==> src/rtl/pipe_pkg.sv <==
// Shared definitions for the pipeline control slice.
//   state_t  : sequencer state encoding
//   REG_ZERO : hard-wired zero register (never a real dependency)
package pipe_pkg;

   typedef enum logic [1:0] {
      RUN      = 2'd0,
      MEM_WAIT = 2'd1,
      ERR      = 2'd2
   } state_t;

   localparam logic [4:0] REG_ZERO = 5'd0;

endpackage

==> src/rtl/pipe_ctrl_hazard_detect.sv <==
// Load-use hazard detector (purely combinational).
//   id_rs, id_rt   : source registers of the instruction in ID
//   id_uses_rt     : ID instruction actually reads rt
//   ex_mem_read    : EX instruction is a load
//   ex_write_reg   : EX destination register
//   lu_hazard      : ID needs a value the EX load has not produced yet
module hazard_detect
   import pipe_pkg::*;
(
   input  logic [4:0] id_rs,
   input  logic [4:0] id_rt,
   input  logic       id_uses_rt,
   input  logic       ex_mem_read,
   input  logic [4:0] ex_write_reg,
   output logic       lu_hazard
);

   always_comb begin
      lu_hazard = ex_mem_read && (ex_write_reg != REG_ZERO) &&
                  ((ex_write_reg == id_rs) || (id_uses_rt && (ex_write_reg == id_rt)));
   end

endmodule

==> src/rtl/pipe_ctrl.sv <==
// Stall/flush sequencer for the 5-stage pipeline.
//   clock, reset          : single clock, async active-high reset
//   id_*/ex_*             : hazard inputs from ID and EX
//   mem_req, mem_ready    : data-memory handshake of the MEM stage
//   pc_write .. mem_wb_flush : enables/flushes of PC and pipeline registers
//   mem_err               : sticky memory timeout flag
//   stall_cnt, flush_cnt  : saturating perf counters
//
// state    | meaning
// RUN      | normal operation, no outstanding slow memory access
// MEM_WAIT | data memory busy, pipe frozen, timeout counting
// ERR      | memory timed out, pipe frozen until reset
module pipe_ctrl
   import pipe_pkg::*;
#(
   parameter int MEM_TIMEOUT = 16,
   parameter int CNT_W       = 32
)(
   input  logic             clock,
   input  logic             reset,
   input  logic [4:0]       id_rs,
   input  logic [4:0]       id_rt,
   input  logic             id_uses_rt,
   input  logic             id_branch_tkn,
   input  logic             ex_mem_read,
   input  logic [4:0]       ex_write_reg,
   input  logic             mem_req,
   input  logic             mem_ready,
   output logic             pc_write,
   output logic             if_id_write,
   output logic             if_id_flush,
   output logic             id_ex_flush,
   output logic             ex_mem_write,
   output logic             mem_wb_flush,
   output logic             mem_err,
   output logic [CNT_W-1:0] stall_cnt,
   output logic [CNT_W-1:0] flush_cnt
);

   localparam int            WAIT_W    = (MEM_TIMEOUT > 2) ? $clog2(MEM_TIMEOUT) : 1;
   localparam logic [WAIT_W-1:0] WAIT_LAST = WAIT_W'(MEM_TIMEOUT - 1);

   state_t            state, state_nxt;
   logic [WAIT_W-1:0] wait_cnt, wait_nxt;
   logic              err_nxt;
   logic              lu_hazard;
   logic              mem_stall;
   logic              stall_inc, flush_inc;

   hazard_detect u_hazard (
      .id_rs        (id_rs),
      .id_rt        (id_rt),
      .id_uses_rt   (id_uses_rt),
      .ex_mem_read  (ex_mem_read),
      .ex_write_reg (ex_write_reg),
      .lu_hazard    (lu_hazard)
   );

   assign mem_stall = mem_req && !mem_ready;

   // The stalled cycle that moves RUN -> MEM_WAIT already counts as one wait
   // cycle, so MEM_TIMEOUT consecutive stalled cycles reach ERR.
   always_comb begin
      state_nxt = state;
      wait_nxt  = wait_cnt;
      err_nxt   = mem_err;
      unique case (state)
         RUN: begin
            if (mem_stall) begin
               state_nxt = MEM_WAIT;
               wait_nxt  = WAIT_W'(1);
            end
         end
         MEM_WAIT: begin
            if (!mem_stall) begin
               state_nxt = RUN;
               wait_nxt  = '0;
            end else if (wait_cnt == WAIT_LAST) begin
               state_nxt = ERR;
               err_nxt   = 1'b1;
            end else begin
               wait_nxt = wait_cnt + WAIT_W'(1);
            end
         end
         ERR:     state_nxt = ERR;
         default: state_nxt = ERR;
      endcase
   end

   // Stall decisions key off mem_stall rather than the state, so the cycle
   // mem_ready arrives the pipe already advances.
   always_comb begin
      pc_write     = 1'b1;
      if_id_write  = 1'b1;
      if_id_flush  = 1'b0;
      id_ex_flush  = 1'b0;
      ex_mem_write = 1'b1;
      mem_wb_flush = 1'b0;
      if (reset) begin
         pc_write     = 1'b0;
         if_id_write  = 1'b0;
         if_id_flush  = 1'b1;
         id_ex_flush  = 1'b1;
         ex_mem_write = 1'b0;
         mem_wb_flush = 1'b1;
      end else if (state == ERR) begin
         pc_write     = 1'b0;
         if_id_write  = 1'b0;
         ex_mem_write = 1'b0;
         id_ex_flush  = 1'b1;
         mem_wb_flush = 1'b1;
      end else if (mem_stall) begin
         pc_write     = 1'b0;
         if_id_write  = 1'b0;
         ex_mem_write = 1'b0;
         mem_wb_flush = 1'b1;
      end else if (lu_hazard) begin
         pc_write    = 1'b0;
         if_id_write = 1'b0;
         id_ex_flush = 1'b1;
      end else if (id_branch_tkn) begin
         if_id_flush = 1'b1;
      end
   end

   assign stall_inc = (state != ERR) && !pc_write;
   assign flush_inc = (state != ERR) && if_id_flush;

   always_ff @(posedge clock or posedge reset) begin
      if (reset) begin
         state     <= RUN;
         wait_cnt  <= '0;
         mem_err   <= 1'b0;
         stall_cnt <= '0;
         flush_cnt <= '0;
      end else begin
         state    <= state_nxt;
         wait_cnt <= wait_nxt;
         mem_err  <= err_nxt;
         if (stall_inc && (stall_cnt != '1)) stall_cnt <= stall_cnt + CNT_W'(1);
         if (flush_inc && (flush_cnt != '1)) flush_cnt <= flush_cnt + CNT_W'(1);
      end
   end

endmodule

==> config.mk <==
export PLATFORM = sky130hd
export DESIGN_NAME = pipe_ctrl
export DESIGN_NICKNAME = d
export VERILOG_FILES = /design/src/rtl/pipe_pkg.sv /design/src/rtl/pipe_ctrl_hazard_detect.sv /design/src/rtl/pipe_ctrl.sv
export SDC_FILE = /design/constraint.sdc
export NUM_CORES = 1
export LEC_CHECK = 0
export CORE_AREA = 3 3 94 119
export CTS_CLUSTER_DIAMETER = 40
export DETAILED_ROUTE_END_ITERATION = 10
export DIE_AREA = 0 0 97 122
export SLEW_MARGIN = 20
export SYNTH_ARGS = -nofsm -noshare
export SYNTH_HDL_FRONTEND = slang
export SYNTH_SLANG_ARGS = --single-unit
==> constraint.sdc <==
create_clock -name clock -period 3 [get_ports clock]
set_input_delay 0.6 -clock clock [delete_from_list [all_inputs] [get_ports clock]]
set_output_delay 0.6 -clock clock [all_outputs]
set_load 0.03 [all_outputs]
==> results.md <==
- EDFF count, synth: 0
- Final clock skew: 0.00791 ns
- Die width: 97 um
- Filler Cell Count: about 900
- Seq/Total Area, Yosys: around 50%
- Fmax: ~0.34 GHz
- Buffers added on ports: between 90 and 100
- Clock Root Buffer: clkbuf_16
- First-pass GRT wire length: approximately 14 mm
- Setup Viol. Count Final: 0
- Reg-to-Reg End: flush_cnt[1]$_DFFE_PP0P_
- Syn avg cell area: approximately 10 um2
- WHS Path Cells: 2
- Hold Crit Class: flop to flop
- Worst skew pair latency: about 0.33 ns
- Final Cycle Share: a little over nine tenths
- CP startpoint kind: input port
- Post-synth top flop: dfrtp_1
- Top Ports: 93
- Reg2reg start: flush_cnt[11]$_DFFE_PP0P_
- Final net count: between 400 and 500
- Vias in the first global route: roughly 2,900
- Final Hold Fails: 0
- Final wirelength: 8.29 mm
- Postcts setup bufs: 0
- Hold path start: mem_err$_DFFE_PP0P_
- Vert. Die Dim: about 120 um
- Worst setup EP type: output pin
- Clock sink total: 71
- DR DRC count: 0
- #FFs+latches synth: 71
- Synth unique cells: 36
- Via count: roughly 3,000
- Cell area after layout: ~5000 um2
- Setup slack after layout: about 0.09 ns
- Synthesis-to-layout area growth: 40.5%
- YS warnings: 0
- Number of cells on the worst reg-to-reg path: 7
- DP Wirelength: between 6 and 7 mm
- Final Non-Filler Cells: just under 600
- Largest net degree at the start of global routing: 46
- DP Cell Count: between 500 and 600
- Initial antenna violation count: 0
- CTS tree: built
- Power per Cell Area: about 610 nW/um2
- WS Path Type: input port to output pin
- Leakage: between 0.002 and 0.0025 uW
- Core Rows: 41
- Hold WS: 0.470 ns
- Die ar.: ~12,000 um2
- Syn_nets: roughly 380
- GRT Total Usage: 14.5%
- H-tree depth: 3
- R2R Setup Slk: between 0.7 and 0.8 ns
- Antenna viol nets, final: 0
- Detailed Routing Iterations Pass 1: 4
- Diode count: 0
- Footprint of the multi-input gates: 1690 um2
- Setup TNS: 0 ns
- IR drop worst, VDD: ~490 uV
- Crit path time final: approximately 2.9 ns
- Drt via density: ~5
- Post-synth ARST share: 100%
- Max FO, Critical Path: 3
- Core area: 10,100 um2
- Gpl congestion: between 0.8 and 0.9
- WP data required: roughly 2.4 ns
- Clk pin slew, worst setup/hold paths: ~0.050 ns
- Total CTS buffers: 9
- Drt initial violations: 104
- GRT overflow: 0
- Layout cells sized above 1: 8.06%
- CP arrival: around 2.3 ns
- RSZ-0062 raised after global routing: false
- Sequential cell area: about 1800 um2
- Syn Inst Count: approximately 350
- Slew HR: 52.7%
- Status: finished, final reports clean
- Placed Area: ~4700 um2
- WL/cell: 14.1 um
- Initial Utilization: 35.1%
- Place WS: -0.239 ns
- Synthesized cell area: roughly 3500 um2
- Pins Over Slew Limit: 0
- Max Root-Sink Buffers: 2
- Max-cap violation count: 0
- # hold bufs at CTS: 0
- Min-Delay Endpoint: mem_err$_DFFE_PP0P_
- Worst slew pin tran: 0.704 ns
[layer usage]
metal  vias up  part of all wire (%)  global-route usage (%)
li1       1413                     -                       -
met1      1432                    45                    18.3
met2        71                    48                    23.7
met3        12                   5.1                    4.12
met4         0                   1.3                    5.79
met5         -                     0                       0
[where the power goes]
group	internal [uW]	total, uW	switching (uW)
sequential	1060	1200	142
combinational	339	764	425
clock	666	1060	395
[cells in the final DEF, fill, tap and decap left out, types with 3 or more instances in the layout]
master	count
nor3_1	11
and3_1	16
inv_1	5
xor2_1	4
ha_1	3
nand4_1	25
clkdlybuf4s50_1	87
and4_1	6
nand2_1	41
dfrtp_1	71
nor2_1	18
nand3_1	33
buf_4	13
xnor2_1	68
o21ai_0	5
clkbuf_16	9
and2_1	5
a21oi_1	6
[registers in the layout (all words and copies together), names as in the netlist]
register,cells
wait_cnt,4
flush_cnt,32
mem_err,1
stall_cnt,32
state,2
[synth_stat cells, drive strengths merged, types with 7 or more instances]
| cell type | instances | area share [%] |
|---|---|---|
| and3 | 16 | 2.8 |
| a21oi | 7 | 1.1 |
| nand2 | 41 | 4.3 |
| nand3 | 33 | 4.7 |
| nor3 | 12 | 2.0 |
| nor2 | 18 | 1.9 |
| xnor2 | 68 | 17 |
| buf | 8 | 1.4 |
| dfrtp | 71 | 50 |
| nand4 | 25 | 4.4 |
[worst max path at each step]
| stage | slack (ns) | startpoint | depth (start not counted) | end |
|---|---|---|---|---|
| global route | 0.01 | ex_write_reg[3] | 7 | if_id_write |
| global placement | -0.23 | ex_write_reg[0] | 6 | id_ex_flush |
| finish | 0.09 | ex_write_reg[3] | 7 | pc_write |
| CTS | 0.01 | ex_write_reg[0] | 6 | id_ex_flush |
| floorplan | 0.22 | reset | 7 | flush_cnt[22]$_DFFE_PP0P_ |
| detailed placement | -0.24 | ex_write_reg[0] | 6 | id_ex_flush |
[worst max-delay path, stage by stage]
cell and delay [ns]:
clkdlybuf4s50_1 0.46, or4_1 0.54, o21ai_2 0.15, nand2b_4 0.14
buf_4 0.11, and2_1 0.14, buf_4 0.17
[logic make-up (layout without fill, tap and decap cells)]
group | Yosys count | after routing | share of synthesized area (%)
simple gates | 164 | 164 | 24.1
xor+xnor | 72 | 72 | 17.8
flops | 71 | 71 | 50.2
compound gates | 21 | 21 | 3.60
buf+inv | 18 | 126 | 2.54
fa+ha+maj | 3 | 3 | 1.06
mux | 2 | 2 | 0.706
[layout make-up]
class	instances	area share, %
clock buffers	11	4.88
clock inverters	5	1.13
inverters	6	0.528
multi-input cells	262	33.9
flip-flops and latches	71	35.7
well taps	129	3.24
repair buffers	104	20.6
[through the flow]
step | util, % | power (uW)
4_1_cts | 49.1 | 3070
3_3_place_gp | 46.2 | 1980
3_5_place_dp | 46.2 | 1990
5_1_grt | 49.2 | 3190
2_1_floorplan | - | 1650
6_report | 49.2 | 3030
[timing repair]
action | in CTS | in global routing
pin swaps | 0 | 0
setup endpoints to repair | 1 | 4
hold endpoints to repair | 0 | 0
resized for setup | 3 | 5
(Power assumes the default switching activity.)
